===== src/rtl/store_queue_mp_if.sv =====
// D-cache store request channel between the store queue (master) and the cache (slave).
interface store_queue_mp_if #(
  parameter int DATA_BYTES = 4
);
  logic                    mem_req_valid;
  logic                    mem_req_ready;
  logic [31:0]             mem_req_addr;
  logic [8*DATA_BYTES-1:0] mem_req_data;
  logic [DATA_BYTES-1:0]   mem_req_mask;

  modport master (
    output mem_req_valid, mem_req_addr, mem_req_data, mem_req_mask,
    input  mem_req_ready
  );

  modport slave (
    input  mem_req_valid, mem_req_addr, mem_req_data, mem_req_mask,
    output mem_req_ready
  );
endinterface


===== src/rtl/store_queue_mp.sv =====
// Multi-port store queue: superscalar allocate/retire, in-order drain to the D-cache,
// per-load-port youngest-match byte forwarding and mispredict tail restore.
module store_queue_mp #(
  parameter  int SQ_DEPTH   = 8,
  parameter  int DISP_W     = 2,
  parameter  int RET_W      = 2,
  parameter  int LD_PORTS   = 2,
  parameter  int DATA_BYTES = 4,
  localparam int IDX        = $clog2(SQ_DEPTH),
  localparam int PTR        = IDX + 1,
  localparam int DC         = $clog2(DISP_W + 1),
  localparam int RC         = $clog2(RET_W + 1),
  localparam int W          = 8 * DATA_BYTES
) (
  input  logic                         clock,
  input  logic                         reset,
  input  logic [DC-1:0]                disp_count,
  output logic [DC-1:0]                sq_spots,
  output logic [PTR-1:0]               sq_tail,
  output logic                         full,
  output logic                         empty,
  input  logic                         res_valid,
  input  logic [IDX-1:0]               res_idx,
  input  logic [31:0]                  res_addr,
  input  logic [W-1:0]                 res_data,
  input  logic [DATA_BYTES-1:0]        res_mask,
  input  logic [RC-1:0]                ret_count,
  input  logic [LD_PORTS*PTR-1:0]      ld_tail,
  input  logic [LD_PORTS*32-1:0]       ld_addr,
  output logic [LD_PORTS*W-1:0]        ld_data,
  output logic [LD_PORTS*DATA_BYTES-1:0] ld_fwd_mask,
  output logic [LD_PORTS-1:0]          ld_stall,
  input  logic                         restore_valid,
  input  logic [PTR-1:0]               restore_tail,
  store_queue_mp_if.master             mem
);
  localparam int OFFB = $clog2(DATA_BYTES);

  logic [PTR-1:0]        tail_q, tail_d, ret_q, ret_d, head_q, head_d;
  logic [SQ_DEPTH-1:0]   resolved_q, resolved_d;
  logic [31:0]           addr_q [SQ_DEPTH];
  logic [W-1:0]          data_q [SQ_DEPTH];
  logic [DATA_BYTES-1:0] mask_q [SQ_DEPTH];

  logic [PTR-1:0] occ, free_cnt, res_span;
  logic [IDX-1:0] res_off;
  logic [DC-1:0]  alloc;
  logic           res_ok, drain;
  logic           ld_addr_unused;

  assign occ      = tail_q - head_q;
  assign free_cnt = PTR'(SQ_DEPTH) - occ;
  assign full     = (occ == PTR'(SQ_DEPTH));
  assign empty    = (occ == '0);
  assign sq_spots = (32'(free_cnt) < DISP_W) ? DC'(free_cnt) : DC'(DISP_W);
  assign sq_tail  = tail_q;
  assign alloc    = (disp_count < sq_spots) ? disp_count : sq_spots;

  // A resolve is live only inside [retire_ptr, tail); a same-cycle restore shrinks that range.
  assign res_off  = res_idx - ret_q[IDX-1:0];
  assign res_span = (restore_valid ? restore_tail : tail_q) - ret_q;
  assign res_ok   = res_valid && ({1'b0, res_off} < res_span);

  assign mem.mem_req_valid = (ret_q != head_q);
  assign mem.mem_req_addr  = addr_q[head_q[IDX-1:0]];
  assign mem.mem_req_data  = data_q[head_q[IDX-1:0]];
  assign mem.mem_req_mask  = mask_q[head_q[IDX-1:0]];
  assign drain             = mem.mem_req_valid && mem.mem_req_ready;

  always_comb begin
    resolved_d = resolved_q;
    ret_d      = ret_q + PTR'(ret_count);
    head_d     = head_q + PTR'(drain);
    tail_d     = tail_q;
    if (restore_valid) begin
      tail_d = restore_tail;
    end else begin
      tail_d = tail_q + PTR'(alloc);
      for (int k = 0; k < DISP_W; k++) begin
        if (k < int'(alloc)) resolved_d[tail_q[IDX-1:0] + IDX'(k)] = 1'b0;
      end
    end
    if (res_ok) resolved_d[res_idx] = 1'b1;
  end

  always_ff @(posedge clock) begin
    if (!reset) begin
      tail_q     <= '0;
      ret_q      <= '0;
      head_q     <= '0;
      resolved_q <= '0;
    end else begin
      tail_q     <= tail_d;
      ret_q      <= ret_d;
      head_q     <= head_d;
      resolved_q <= resolved_d;
    end
  end

  always_ff @(posedge clock) begin
    if (reset && res_ok) begin
      addr_q[res_idx] <= res_addr;
      data_q[res_idx] <= res_data;
      mask_q[res_idx] <= res_mask;
    end
  end

  assign ld_addr_unused = ^ld_addr;

  // Walk the window oldest to youngest so the youngest matching byte wins.
  for (genvar gi = 0; gi < LD_PORTS; gi++) begin : g_ld
    logic [PTR-1:0]        win;
    logic [IDX-1:0]        e;
    logic [W-1:0]          fdata;
    logic [DATA_BYTES-1:0] fmask;
    logic                  fstall;

    assign win = ld_tail[gi*PTR +: PTR] - head_q;

    always_comb begin
      fdata  = '0;
      fmask  = '0;
      fstall = 1'b0;
      e      = '0;
      for (int k = 0; k < SQ_DEPTH; k++) begin
        e = head_q[IDX-1:0] + IDX'(k);
        if (PTR'(k) < win) begin
          if (!resolved_q[e]) begin
            fstall = 1'b1;
          end else if (addr_q[e][31:OFFB] == ld_addr[gi*32+OFFB +: 32-OFFB]) begin
            for (int b = 0; b < DATA_BYTES; b++) begin
              if (mask_q[e][b]) begin
                fdata[8*b +: 8] = data_q[e][8*b +: 8];
                fmask[b]        = 1'b1;
              end
            end
          end
        end
      end
    end

    assign ld_data[gi*W +: W]                      = fdata;
    assign ld_fwd_mask[gi*DATA_BYTES +: DATA_BYTES] = fmask;
    assign ld_stall[gi]                            = fstall;
  end
endmodule


===== src/flat_wrapper.sv =====
// flat-port wrapper written by rule: the top's interface ports become plain ports
module store_queue_mp_flat 
#(
  parameter  int SQ_DEPTH   = 8,
  parameter  int DISP_W     = 2,
  parameter  int RET_W      = 2,
  parameter  int LD_PORTS   = 2,
  parameter  int DATA_BYTES = 4,
  localparam int IDX        = $clog2(SQ_DEPTH),
  localparam int PTR        = IDX + 1,
  localparam int DC         = $clog2(DISP_W + 1),
  localparam int RC         = $clog2(RET_W + 1),
  localparam int W          = 8 * DATA_BYTES
)
  (clock, reset, disp_count, sq_spots, sq_tail, full, empty, res_valid, res_idx, res_addr, res_data, res_mask, ret_count, ld_tail, ld_addr, ld_data, ld_fwd_mask, ld_stall, restore_valid, restore_tail, mem_mem_req_valid, mem_mem_req_addr, mem_mem_req_data, mem_mem_req_mask, mem_mem_req_ready);
  store_queue_mp_if #(.DATA_BYTES(DATA_BYTES)) mem_i ();
  input  logic clock;
  input  logic reset;
  input  logic [DC-1:0] disp_count;
  output logic [DC-1:0] sq_spots;
  output logic [PTR-1:0] sq_tail;
  output logic full;
  output logic empty;
  input  logic res_valid;
  input  logic [IDX-1:0] res_idx;
  input  logic [31:0] res_addr;
  input  logic [W-1:0] res_data;
  input  logic [DATA_BYTES-1:0] res_mask;
  input  logic [RC-1:0] ret_count;
  input  logic [LD_PORTS*PTR-1:0] ld_tail;
  input  logic [LD_PORTS*32-1:0] ld_addr;
  output logic [LD_PORTS*W-1:0] ld_data;
  output logic [LD_PORTS*DATA_BYTES-1:0] ld_fwd_mask;
  output logic [LD_PORTS-1:0] ld_stall;
  input  logic restore_valid;
  input  logic [PTR-1:0] restore_tail;
  output wire logic [$bits(mem_i.mem_req_valid)-1:0] mem_mem_req_valid;
  output wire logic [$bits(mem_i.mem_req_addr)-1:0] mem_mem_req_addr;
  output wire logic [$bits(mem_i.mem_req_data)-1:0] mem_mem_req_data;
  output wire logic [$bits(mem_i.mem_req_mask)-1:0] mem_mem_req_mask;
  input wire logic [$bits(mem_i.mem_req_ready)-1:0] mem_mem_req_ready;
  assign mem_mem_req_valid = mem_i.mem_req_valid;
  assign mem_mem_req_addr = mem_i.mem_req_addr;
  assign mem_mem_req_data = mem_i.mem_req_data;
  assign mem_mem_req_mask = mem_i.mem_req_mask;
  assign mem_i.mem_req_ready = mem_mem_req_ready;
  store_queue_mp #(.SQ_DEPTH(SQ_DEPTH), .DISP_W(DISP_W), .RET_W(RET_W), .LD_PORTS(LD_PORTS), .DATA_BYTES(DATA_BYTES)) u_core (.clock(clock), .reset(reset), .disp_count(disp_count), .sq_spots(sq_spots), .sq_tail(sq_tail), .full(full), .empty(empty), .res_valid(res_valid), .res_idx(res_idx), .res_addr(res_addr), .res_data(res_data), .res_mask(res_mask), .ret_count(ret_count), .ld_tail(ld_tail), .ld_addr(ld_addr), .ld_data(ld_data), .ld_fwd_mask(ld_fwd_mask), .ld_stall(ld_stall), .restore_valid(restore_valid), .restore_tail(restore_tail), .mem(mem_i));
endmodule

===== config.mk =====
export PLATFORM = sky130hd
export DESIGN_NAME = store_queue_mp_flat
export DESIGN_NICKNAME = d
export VERILOG_FILES = /design/src/rtl/store_queue_mp_if.sv /design/src/rtl/store_queue_mp.sv /design/src/flat_wrapper.sv
export SDC_FILE = /design/constraint.sdc
export NUM_CORES = 2
export LEC_CHECK = 0
export BUFFER_PORTS_ARGS = -buffer_cell sky130_fd_sc_hd__clkbuf_2
export CORE_UTILIZATION = 40
export CTS_BUF_LIST = sky130_fd_sc_hd__clkbuf_4 sky130_fd_sc_hd__clkbuf_8
export DETAILED_ROUTE_END_ITERATION = 8
export PLACE_DENSITY = 0.6
export SLEW_MARGIN = 20
export SYNTH_ARGS = -nofsm -noshare
export SYNTH_HDL_FRONTEND = slang
export SYNTH_SLANG_ARGS = --single-unit

===== constraint.sdc =====
create_clock -name clock -period 7.1 [get_ports clock]
set_input_delay 0.355 -clock clock [delete_from_list [all_inputs] [get_ports clock]]
set_output_delay 0.355 -clock clock [all_outputs]
set_load 0.05 [all_outputs]

==> metrics.md <==
| Metric | Value |
|---|---|
| Endpoint class of the critical path | `primary output` |
| # H-tree levels | `3` |
| Die height | `~370 um` |
| Crit path max-delay cell type | `mux4_2` |
| Initial DRC Count | `6,892` |
| Max-slew headroom | `0.265` |
| Final period utilization | `0.996` |
| Required time of the worst setup path | `roughly 6.7 ns` |
| CTS max path bufs | `3` |
| Routed Antenna Nets | `0` |
| RSZ-0062 raised after global routing | `no` |
| Reg clk slew, reported paths | `0.06 ns` |
| Final-report setup violation count | `0` |
| Min setup slack post-route | `approximately 0.028 ns` |
| Worst slew pin tran | `1.07 ns` |
| Status | `completed` |
| Area Overhead vs Synth | `14.8%` |
| Seq cells post-synth | `approximately 560` |
| Hold crit path type | `in2reg` |
| Port bufs | `approximately 300` |
| Place WS | `~0.98 ns` |
| Max-cap violation count | `0` |
| Post-synthesis area per instance | `11.5 um^2` |
| Top_reg_cell synth | `edfxtp_1` |
| Cell Area, Synth | `53,500 um^2` |
| Flip-flop and latch area | `16,700 um^2` |
| Fin. Hold Viols | `0` |
| Nets | `5,174` |
| Wire length of the first global-routing pass | `328,000 um` |
| Critical path arrival | `6.72 ns` |
| CP Launch Type | `flop` |
| Gr usage total | `0.337` |
| FP Rows | `approximately 130` |
| Critical Path Fanout Max | `26` |
| Clk_skew | `approximately 0.057 ns` |
| Maximum vdd drop | `292 uV` |
| Die area | `135,000 um^2` |
| Yosys cell types | `105` |
| CTS Sinks | `between 500 and 600` |
| Yosys warns | `0` |
| Crit path buffers/inverters | `5` |
| Leak | `20.7 nW` |
| CTS tree | `built` |
| Routed vias/inst | `6.81` |
| Fill cell count | `12,095` |
| CP max stage delay | `between 0.6 and 0.7 ns` |
| Syn_nets | `4,839` |
| Final core occ | `0.465` |
| Fmax | `about 140 MHz` |
| Setup TNS | `0 ns` |
| Cell count after synthesis | `between 4,000 and 5,000` |
| PnR Total Power | `0.0184 W` |
| Post-synthesis sequential area ratio | `0.313` |
| Setup CP Type | `reg2out` |
| Number of detailed-route iterations in the first pass | `8` |
| Count of pins over their slew limit | `0` |
| Area of the multi-input gates | `about 35,000 um^2` |
| I/O Pins | `307` |
| DR DRC count | `0` |
| Initial antenna violation count | `26` |
| Final wirelength | `~230,000 um` |
| CP delay by family, top | `simple AND/OR/NAND/NOR gates` |
| Layout cells sized above 1 | `0.289` |
| Total CTS buffers | `approximately 100` |
| Cell Chain, Critical Path | `inv_4 -> ha_4 -> buf_12 -> buf_4 -> mux4_2 -> xnor2_1 -> a221oi_1 -> a31o_2 -> nand3b_1 -> nor4_4 -> buf_4 -> nand2_1 -> nand2b_1 -> o221ai_1 -> o221a_1 -> buf_12` |
| Core area | `132,000 um^2` |
| Clk_lat worst skew | `0.87 ns` |
| Minimum clock period | `7.07 ns` |
| DR WL/cell | `roughly 34 um` |
| Root Buffer | `clkbuf_8` |
| HPWL after DPL | `between 150,000 and 200,000 um` |
| Post-synth EDFFs | `544` |
| Starting Density | `0.405` |
| Vias in the first global route | `43,495` |
| Gpl congestion | `1.10` |
| Power Dens Cells | `299 nW/um^2` |
| Largest net degree at the start of global routing | `110` |
| Global route overflow | `0` |
| Die Wd | `368 um` |
| Post-synth ARST share | `0` |
| Via count | `46,476` |
cell usage after synthesis (32+ instances only):
cell        n  share of area
nor2_1    127         0.0089
mux2i_1   413          0.077
mux4_2    559           0.24
a21oi_1   112          0.010
a221oi_1   44         0.0072
nand2b_1   32         0.0037
nand3_1   116          0.011
a22oi_1    58         0.0081
clkbuf_1   91         0.0064
and3_1     39         0.0046
edfxtp_1  544           0.31
o22ai_1    81         0.0095
and2_1     39         0.0046
nor2b_1    37         0.0043
inv_1      95         0.0067
buf_2     134          0.013
nand4_1    92          0.011
nor3_1     51         0.0048
mux2_2    118          0.025
buf_1      70         0.0049
o21ai_0    83         0.0078
buf_4      55         0.0077
nand2_1   587          0.041
xor2_1    106          0.017
nor4_1     36         0.0042
xnor2_1   370          0.061
routing by layer:
layer  GRT usage  share of wire  vias up
li1            -              -    19103
met1       0.467           0.40    23443
met2       0.498           0.43     3334
met3      0.0844           0.12      568
met4       0.149          0.052       28
met5           0        0.00080        -
state kept, by name, summed over array words and instances, names as in the netlist:
signal	cells
u_core.addr_q	256
u_core.data_q	256
u_core.mask_q	32
u_core.resolved_q	8
u_core.head_q	4
u_core.ret_q	4
u_core.sq_tail	4
repair_timing:
| action | CTS | global route |
|---|---|---|
| hold buffers | 84 | 0 |
| gates resized for setup | 0 | 11 |
| endpoints found under the setup margin | 0 | 41 |
| endpoints found under the hold margin | 554 | 0 |
| buffers inserted | 0 | 3 |
worst reg2reg max path, delay by kind of cell, from the launching register on:
family	cells	cell delay [ns]
xor+xnor	2	0.35
flops	1	0.45
simple gates	3	0.67
fa+ha+maj	4	1.33
buf+inv	5	2.28
compound gates	4	0.69
layout by cell type (no fill, tap or decap), types with 45 or more instances in the layout:
cell type,n
nand2_1,587
mux4_2,559
edfxtp_1,544
mux2i_1,412
xnor2_1,367
clkbuf_2,243
buf_4,201
nor2_1,120
mux2_2,118
nand3_1,116
a21oi_1,112
clkbuf_8,105
xor2_1,104
inv_1,94
nand4_1,92
dlygate4sd3_1,84
o21ai_0,82
o22ai_1,81
buf_12,79
a22oi_1,58
nor3_1,45
logic make-up (layout without fill, tap and decap cells):
logic type | Yosys count | count (layout) | synth area share
multiplexers | 1105 | 1105 | 0.341
other | 0 | 12 | 0
AO/OA/AOI/OAI | 706 | 706 | 0.0954
XOR/XNOR | 477 | 477 | 0.0783
buffers and inverters | 474 | 885 | 0.0440
flip-flops | 564 | 564 | 0.313
adder cells (fa/ha/maj) | 36 | 36 | 0.00936
AND/OR/NAND/NOR | 1286 | 1286 | 0.119
where the power goes:
| group | internal [W] | leakage (nW) | switching [W] |
|---|---|---|---|
| Sequential | 0.00375 | 5.07 | 0.000106 |
| Clock | 0.00186 | 1.12 | 0.00153 |
| Combinational | 0.00412 | 14.5 | 0.00702 |
| Total | 0.00972 | 20.7 | 0.00865 |
final timing paths:
check / endpoint / start / slack, ns / cells past startpoint
min reg2reg: u_core.resolved_q[7]$_SDFF_PN0_ / u_core.resolved_q[7]$_SDFF_PN0_ / 0.57 / 1
max: ld_data[1] / u_core.head_q[0]$_SDFF_PN0_ / 0.03 / 16
max reg2reg: u_core.sq_tail[2]$_SDFF_PN0_ / u_core.head_q[2]$_SDFF_PN0_ / 1.24 / 18
min: u_core.data_q[0][25]$_DFFE_PP_ / res_idx[1] / 0.06 / 2
area by class of cell:
cell class,count,area share
Timing Repair Buffer,610,0.0847
Tap cell,1755,0.0358
Multi-Input combinational cell,3610,0.565
Sequential cell,564,0.273
Clock buffer,123,0.0257
Antenna cell,12,0.000489
Clock inverter,54,0.00992
Inverter,98,0.00605
stage by stage:
step                area [um^2]  instances  hold slack (ns)
floorplan                 53500       4648            0.454
global placement          58300       6549            0.541
detailed placement        58300       6550            0.554
CTS                       61300       6811          0.00118
global route              61400       6820           0.0607
finish                    61400       6826           0.0588
Note: power is estimated with default switching activity, not from simulation.
